`src/rtl/alu_pipe.sv`:
```
//==============================================================================
// Module  : alu_pipe
// Brief   : Two-stage valid/ready ALU pipeline (operand stage, result stage).
// Revision: 1.0
//==============================================================================
`default_nettype none

module alu_pipe #(
    parameter int WIDTH = 4
) (
    input  logic             clk,
    input  logic             rst,
    input  logic             in_valid,
    output logic             in_ready,
    input  logic [2:0]       op,
    input  logic [WIDTH-1:0] a,
    input  logic [WIDTH-1:0] b,
    output logic             out_valid,
    input  logic             out_ready,
    output logic [WIDTH-1:0] result,
    output logic [3:0]       flags,
    output logic [7:0]       ops_done
);

    localparam logic [2:0] c_OP_AND = 3'b000;
    localparam logic [2:0] c_OP_OR  = 3'b001;
    localparam logic [2:0] c_OP_XOR = 3'b010;
    localparam logic [2:0] c_OP_ADD = 3'b011;
    localparam logic [2:0] c_OP_SUB = 3'b100;
    localparam logic [2:0] c_OP_NOT = 3'b101;
    localparam logic [2:0] c_OP_SHL = 3'b110;
    localparam logic [2:0] c_OP_SHR = 3'b111;

    logic             s1_valid_q, s1_valid_d;
    logic [2:0]       s1_op_q,    s1_op_d;
    logic [WIDTH-1:0] s1_a_q,     s1_a_d;
    logic [WIDTH-1:0] s1_b_q,     s1_b_d;
    logic             s2_valid_q, s2_valid_d;
    logic [WIDTH-1:0] result_q,   result_d;
    logic [3:0]       flags_q,    flags_d;
    logic [7:0]       ops_done_q, ops_done_d;

    logic             w_s1_adv;
    logic             w_accept;
    logic [WIDTH:0]   w_sum;
    logic [WIDTH:0]   w_diff;
    logic [WIDTH-1:0] w_res;
    logic             w_c;
    logic             w_v;

    // S1 may move on whenever the result stage is empty or being drained.
    assign w_s1_adv  = !s2_valid_q || out_ready;
    assign in_ready  = !s1_valid_q || w_s1_adv;
    assign w_accept  = in_valid && in_ready;

    assign out_valid = s2_valid_q;
    assign result    = result_q;
    assign flags     = flags_q;
    assign ops_done  = ops_done_q;

    assign w_sum  = {1'b0, s1_a_q} + {1'b0, s1_b_q};
    assign w_diff = {1'b0, s1_a_q} - {1'b0, s1_b_q};

    always_comb begin
        w_res = '0;
        w_c   = 1'b0;
        w_v   = 1'b0;
        case (s1_op_q)
            c_OP_AND: w_res = s1_a_q & s1_b_q;
            c_OP_OR:  w_res = s1_a_q | s1_b_q;
            c_OP_XOR: w_res = s1_a_q ^ s1_b_q;
            c_OP_ADD: begin
                w_res = w_sum[WIDTH-1:0];
                w_c   = w_sum[WIDTH];
                w_v   = (s1_a_q[WIDTH-1] == s1_b_q[WIDTH-1]) &&
                        (w_sum[WIDTH-1] != s1_a_q[WIDTH-1]);
            end
            c_OP_SUB: begin
                // Carry means "no borrow", i.e. a >= b unsigned.
                w_res = w_diff[WIDTH-1:0];
                w_c   = !w_diff[WIDTH];
                w_v   = (s1_a_q[WIDTH-1] != s1_b_q[WIDTH-1]) &&
                        (w_diff[WIDTH-1] != s1_a_q[WIDTH-1]);
            end
            c_OP_NOT: w_res = ~s1_a_q;
            c_OP_SHL: begin
                w_res = {s1_a_q[WIDTH-2:0], 1'b0};
                w_c   = s1_a_q[WIDTH-1];
            end
            c_OP_SHR: begin
                w_res = {1'b0, s1_a_q[WIDTH-1:1]};
                w_c   = s1_a_q[0];
            end
            default: w_res = '0;
        endcase
    end

    always_comb begin
        s1_valid_d = s1_valid_q;
        s1_op_d    = s1_op_q;
        s1_a_d     = s1_a_q;
        s1_b_d     = s1_b_q;
        s2_valid_d = s2_valid_q;
        result_d   = result_q;
        flags_d    = flags_q;
        ops_done_d = ops_done_q;

        if (w_accept) begin
            s1_valid_d = 1'b1;
            s1_op_d    = op;
            s1_a_d     = a;
            s1_b_d     = b;
        end else if (w_s1_adv) begin
            s1_valid_d = 1'b0;
        end

        if (s1_valid_q && w_s1_adv) begin
            s2_valid_d = 1'b1;
            result_d   = w_res;
            flags_d    = {(w_res == '0), w_res[WIDTH-1], w_c, w_v};
        end else if (out_ready) begin
            s2_valid_d = 1'b0;
        end

        if (s2_valid_q && out_ready) begin
            ops_done_d = ops_done_q + 8'd1;
        end
    end

    always_ff @(posedge clk or posedge rst) begin
        if (rst) begin
            s1_valid_q <= 1'b0;
            s1_op_q    <= 3'b000;
            s1_a_q     <= '0;
            s1_b_q     <= '0;
            s2_valid_q <= 1'b0;
            result_q   <= '0;
            flags_q    <= 4'b0000;
            ops_done_q <= 8'd0;
        end else begin
            s1_valid_q <= s1_valid_d;
            s1_op_q    <= s1_op_d;
            s1_a_q     <= s1_a_d;
            s1_b_q     <= s1_b_d;
            s2_valid_q <= s2_valid_d;
            result_q   <= result_d;
            flags_q    <= flags_d;
            ops_done_q <= ops_done_d;
        end
    end

endmodule

`default_nettype wire

```
`config.mk`:
```
export PLATFORM = sky130hd
export DESIGN_NAME = alu_pipe
export DESIGN_NICKNAME = d
export VERILOG_FILES = /design/src/rtl/alu_pipe.sv
export SDC_FILE = /design/constraint.sdc
export NUM_CORES = 1
export LEC_CHECK = 0
export CAP_MARGIN = 20
export CORE_MARGIN = 2
export CORE_UTILIZATION = 45
export DETAILED_ROUTE_END_ITERATION = 8
export PLACE_DENSITY = 0.79
export RECOVER_POWER = 100
export SLEW_MARGIN = 15
export SYNTH_ARGS = -nofsm -noshare
export SYNTH_HDL_FRONTEND = slang
export SYNTH_SLANG_ARGS = --single-unit
```
`constraint.sdc`:
```
create_clock -name clk -period 3.4 [get_ports clk]
set_input_delay 0.85 -clock clk [delete_from_list [all_inputs] [get_ports clk]]
set_output_delay 0.85 -clock clk [all_outputs]
set_load 0.01 [all_outputs]
```
==> impl_metrics.yaml, run 1 <==
synth:
  netlist_area_um2: 1810
  syn_avg_cell_area_um2: 10.3
  async_reset_ff_frac: 1.00
  synth_area_leader_cell: "dfrtp_1"
  synth_ff_type: "dfrtp_1"
  synth_area_leaders: "dfrtp_1 39%, ha_1 9.0%, mux2_2 8.1%"
  yosysTopAreaCellShare: 0.388
  syn_nets: 205
  synth_edf_count: 0
  synth_seq_cells: 28
  yosysUniqueCellTypes: 43
  synth_common_cells: "28 x dfrtp_1, 17 x inv_1, 13 x ha_1, 13 x mux2_2, 11 x nand2_1"
  yosysSeqAreaShare: 0.388
  ys_warn_count: 0
  synth_cells: 175
  synth_most_common_cell: "dfrtp_1"
timing:
  hold_viol: 0
  final_max_slew_viol_count: 0
  rsz0062_at_grt: "false"
  worstMarginPinSlew_ns: 1.49
  finClkSkew_ns: 0.00611
  fin_tns_setup_ns: 0
  finalSetupViolCount: 0
  fin_crit_ns: 3.15
  maxSlewHeadroom: 0.00361
  post-route-period-util: 0.926
  max_freq_mhz: 318
route:
  drc: 0
  drt_iter0_drc: 56
  vias: 1343
  drt-pass1-iter-count: 4
  routed_wirelength_um: 3460
  via_per_inst: 5.31
  ant_nets: 0
  wl_per_cell_um: 13.7
worst_setup_path:
  required_ns: 2.55
  critPathLaunch: "out_ready"
  crit_type: "in -> out"
  path_max_fanout: 5
  slowest_stage: "dlygate4sd3_1"
  start_kind: "primary input"
  path_cells: "dlygate4sd3_1, nand3b_1, dlygate4sd3_1"
  critPathCaptureType: "output pin"
  rr_endpoint: "result[2]"
  r2r_setup_slack_ns: 0.95
  ff2ff_path_depth: 9
  r2r_start: "s1_a_q[0]"
  cp_top_family: "buffers and inverters"
  crit_path_max_incr_delay_ns: 0.64
  cp.arrival_ns: 2.30
  crit_buf_inv: 2
  cp_common_cell: "dlygate4sd3_1"
finish:
  final_util: 0.556
  drive_gt1_frac: 0.103
  antennaDiodeCount: 0
  fill_cells: 356
  regArea_um2: 701
  final_nets: 234
  areaGrowthSynthToFinish_pct: 21.4
  multi_input_area_um2: 970
grt:
  grt_first_pass_wirelength_um: 5790
  grt_start_max_net_pins: 29
  grt_pass1_vias: 1251
  antenna_found_initial: 0
  grt_overflow: 0
  grt_usage: 0.165
floorplan:
  rows: 23
  floorplan.die_area_um2: 4530
  die_y_um: 67.3
  boundaryPins: 33
  fp.coreArea_um2: 3940
  die_w_um: 67.3
  initial_core_util: 0.458
clock_tree:
  ctsLongestPathBuffers: 2
  cts_sinks: 28
  cts.clk_slew.worst_paths_ns: 0.10
  cts_resized: 0
  root_buffer: "clkbuf_8"
  postCtsSetupRepairBufs: 0
  htreeDepth: 1
  cts_buffers: 3
  cts_tree: "built"
  worstSkewPairLatency_ns: 0.28
  ctsHoldBuffers: 0
pwr:
  power.leakage_nw: 1.01
  vdd.ir_drop.worst_mv: 0.238
  powerDensity_nw_per_um2: 590
placement:
  gp_congestion: 0.854
  portBuffers: 32
  hpwl_um: 2590
hold_path:
  hp-class: "reg -> reg"
  min_from: "ops_done[7]"
  whs_path_depth: 1
  whs_endpoint: "ops_done[7]"
status:
  outcome: "complete, but fails checks"
  violations: "max-capacitance violations"
flow_run:
  max_cap_viol_count: 1
through the flow:
stage / power, mW / hold WS (ns) / cells / instance area (um^2) / setup WS, ns
CTS: 1.34 / 0.481 / 253 / 2200 / 0.431
finish: 1.29 / 0.468 / 253 / 2190 / 0.253
global placement: 1.05 / 0.454 / 249 / 2120 / 0.481
detailed placement: 1.07 / 0.465 / 249 / 2120 / 0.428
floorplan: 0.858 / 0.471 / 175 / 1810 / 1.24
global route: 1.39 / 0.501 / 253 / 2190 / 0.206
flip-flops by register name, summed over array words and instances (netlist names):
name / flops
out_valid: 1
s1_valid_q: 1
s1_b_q: 4
ops_done: 8
s1_op_q: 3
result: 3
s1_a_q: 4
flags: 4
layout by cell type, fill, tap and decap left out, drive strengths merged, types with 3 or more instances in the layout:
cell and instances:
a211oi 3, xnor2 5, clkdlybuf4s50 12, dlygate4sd3 20, nand2 11, o21ai 6
nand3 6, and3 5, nor3 4, nand2b 3, o21a 3, inv 17
clkbuf 4, dfrtp 28, nor2b 4, nor2 7, ha 13, mux2 13
xor2 4, a21oi 7
worst register-to-register path, delay by kind of cell, from the launching register on:
family | cells | cell delay [ns]
simple gates | 3 | 0.87
fa+ha+maj | 2 | 0.58
compound gates | 1 | 0.16
buf+inv | 2 | 0.17
mux | 1 | 0.17
flops | 1 | 0.45
worst max-delay path by stage:
stage	endpoint	slack [ns]	cells after the start
final	in_ready	0.25	3
after detailed placement	in_ready	0.43	3
after global routing	in_ready	0.21	3
after CTS	in_ready	0.43	3
after floorplan	result[2]	1.24	9
after global placement	in_ready	0.48	3
logic make-up after synthesis:
group / count (synthesis) / synth area share
simple gates: 46 / 0.134
compound gates: 34 / 0.130
flops: 28 / 0.388
buf+inv: 26 / 0.0748
mux: 17 / 0.117
fa+ha+maj: 15 / 0.112
xor+xnor: 9 / 0.0437
metal layers:
metal  track usage  vias up  share of wire
li1              -      663              -
met1         0.220      648           0.46
met2         0.280       28           0.50
met3        0.0217        4          0.031
met4        0.0485        0          0.011
met5             0        -              0
power by group:
part	switching [mW]	total [mW]	internal, mW
logic	0.233	0.512	0.278
clock network	0.108	0.265	0.158
registers	0.0992	0.517	0.417
final cells by class:
type | instances | area share
clock buffers | 3 | 0.0188
clock inverters | 1 | 0.0137
inverters | 17 | 0.0291
multi-input cells | 121 | 0.442
flip-flops and latches | 28 | 0.320
well taps | 50 | 0.0285
repair buffers | 33 | 0.148
No activity file was read; power rests on OpenSTA's default activity.
==> run 2: changes to the inputs <==
--- a/config.mk
+++ b/config.mk
@@ -8,6 +8,7 @@
 export CAP_MARGIN = 20
 export CORE_MARGIN = 2
 export CORE_UTILIZATION = 45
+export CTS_BUF_LIST = sky130_fd_sc_hd__clkbuf_16
 export DETAILED_ROUTE_END_ITERATION = 8
 export PLACE_DENSITY = 0.79
 export RECOVER_POWER = 100
==> constraint.sdc (replaced) <==
create_clock -name clk -period 3.4 [get_ports clk]
set_input_delay 0.51 -clock clk [delete_from_list [all_inputs] [get_ports clk]]
set_output_delay 0.51 -clock clk [all_outputs]
set_load 0.01 [all_outputs]
==> impl_metrics.yaml, run 2 (synthesized netlist as in run 1, its figures left out) <==
status:
  outcome: "finished, final reports clean"
worst_setup_path:
  critPathCaptureType: "register"
  r2r_start: "s1_a_q[0]"
  crit_type: "reg -> reg"
  start_kind: "register"
  required_ns: 3.60
  path_max_fanout: 6
  cp.arrival_ns: 2.66
  rr_endpoint: "result[2]"
  r2r_setup_slack_ns: 0.94
  ff2ff_path_depth: 9
grt:
  grt_overflow: 0
  antenna_found_initial: 0
  grt_first_pass_wirelength_um: 6020
  grt_pass1_vias: 1296
  grt_usage: 0.174
  grt_start_max_net_pins: 29
hold_path:
  whs_path_depth: 2
  whs_endpoint: "result[0]"
  min_from: "result[0]"
  hp-class: "reg -> reg"
clock_tree:
  worstSkewPairLatency_ns: 0.26
  cts_tree: "built"
  ctsHoldBuffers: 0
  cts_sinks: 28
  postCtsSetupRepairBufs: 0
  cts.clk_slew.worst_paths_ns: 0.07
  cts_resized: 0
  ctsLongestPathBuffers: 2
  root_buffer: "clkbuf_16"
  htreeDepth: 1
  cts_buffers: 3
floorplan:
  initial_core_util: 0.458
  die_w_um: 67.3
  die_y_um: 67.3
  floorplan.die_area_um2: 4530
  rows: 23
  fp.coreArea_um2: 3940
  boundaryPins: 33
pwr:
  powerDensity_nw_per_um2: 620
  power.leakage_nw: 1.02
  vdd.ir_drop.worst_mv: 0.271
  power_mw: 1.38
timing:
  hold_viol: 0
  post-route-period-util: 0.724
  rsz0062_at_grt: "false"
  finalSetupViolCount: 0
  fin_tns_setup_ns: 0
  fin_hold_ws_ns: 0.461
  max_freq_mhz: 406
  worstMarginPinSlew_ns: 0.961
  fin_crit_ns: 2.46
  maxSlewHeadroom: 0.359
  finClkSkew_ns: 0.00269
  final_max_slew_viol_count: 0
finish:
  fill_cells: 351
  antennaDiodeCount: 0
  final_common_cell: "dfrtp_1"
  final_nets: 234
  drive_gt1_frac: 0.103
  mostFrequentLayoutCells: "28 x dfrtp_1, 20 x dlygate4sd3_1, 16 x inv_1"
  final_util: 0.565
  areaGrowthSynthToFinish_pct: 23.3
  largest_reg_flops: 8
route:
  routed_wirelength_um: 3520
  drc: 0
  ant_nets: 0
  via_per_inst: 5.42
  vias: 1371
  wl_per_cell_um: 13.9
  drt_iter0_drc: 65
  drt-pass1-iter-count: 4
placement:
  gp_congestion: 0.876
  portBuffers: 32
  hpwl_um: 2630
flow_run:
  max_cap_viol_count: 0
## run 2: report_power, final
part / switching, mW / internal, mW
combinational: 0.236 / 0.280
clock: 0.112 / 0.234
sequential: 0.0985 / 0.418
total: 0.446 / 0.933
## run 2: worst max-delay path by stage
stage,startpoint,endpoint,slack (ns),cells past startpoint
after global placement,s1_a_q[0],result[2],1.15,9
after detailed placement,s1_a_q[0],result[2],1.07,9
after CTS,s1_a_q[0],result[2],0.96,9
after floorplan,s1_a_q[0],result[2],1.24,9
after global routing,s1_a_q[0],result[2],0.82,9
final,s1_a_q[0],result[2],0.94,9
## run 2: cell type report
cell class	count	area, um^2	share of cell area
inverter	17	63.8	0.0287
multi-input combinational	121	970	0.436
clock inverter	1	30.0	0.0135
sequential	28	701	0.315
tap	50	62.6	0.0281
clock buffer	3	75.1	0.0337
timing repair buffer	33	324	0.146
## run 2: metrics by stage
| stage | area, um^2 | cells | setup slack [ns] |
|---|---|---|---|
| detailed placement | 2120 | 248 | 1.07 |
| global placement | 2120 | 248 | 1.15 |
| floorplan | 1810 | 175 | 1.24 |
| global route | 2230 | 253 | 0.823 |
| finish | 2230 | 253 | 0.940 |
| CTS | 2220 | 252 | 0.957 |
## run 2: worst max-delay path, cell delays in order (launching register included)
cell and delay [ns]:
dfrtp_1 0.44, inv_1 0.11, ha_1 0.17, inv_1 0.06, fa_1 0.41, nor2b_1 0.17, or4_1 0.54, a21oi_1 0.18
or3_1 0.17, mux2_2 0.15
## run 2: routing by layer
metal | GRT usage | wire length [um] | up-vias
li1 | - | - | 664
met1 | 0.242 | 1540 | 667
met2 | 0.278 | 1760 | 34
met3 | 0.0300 | 168 | 6
met4 | 0.0510 | 44 | 0
met5 | 0 | 0 | -
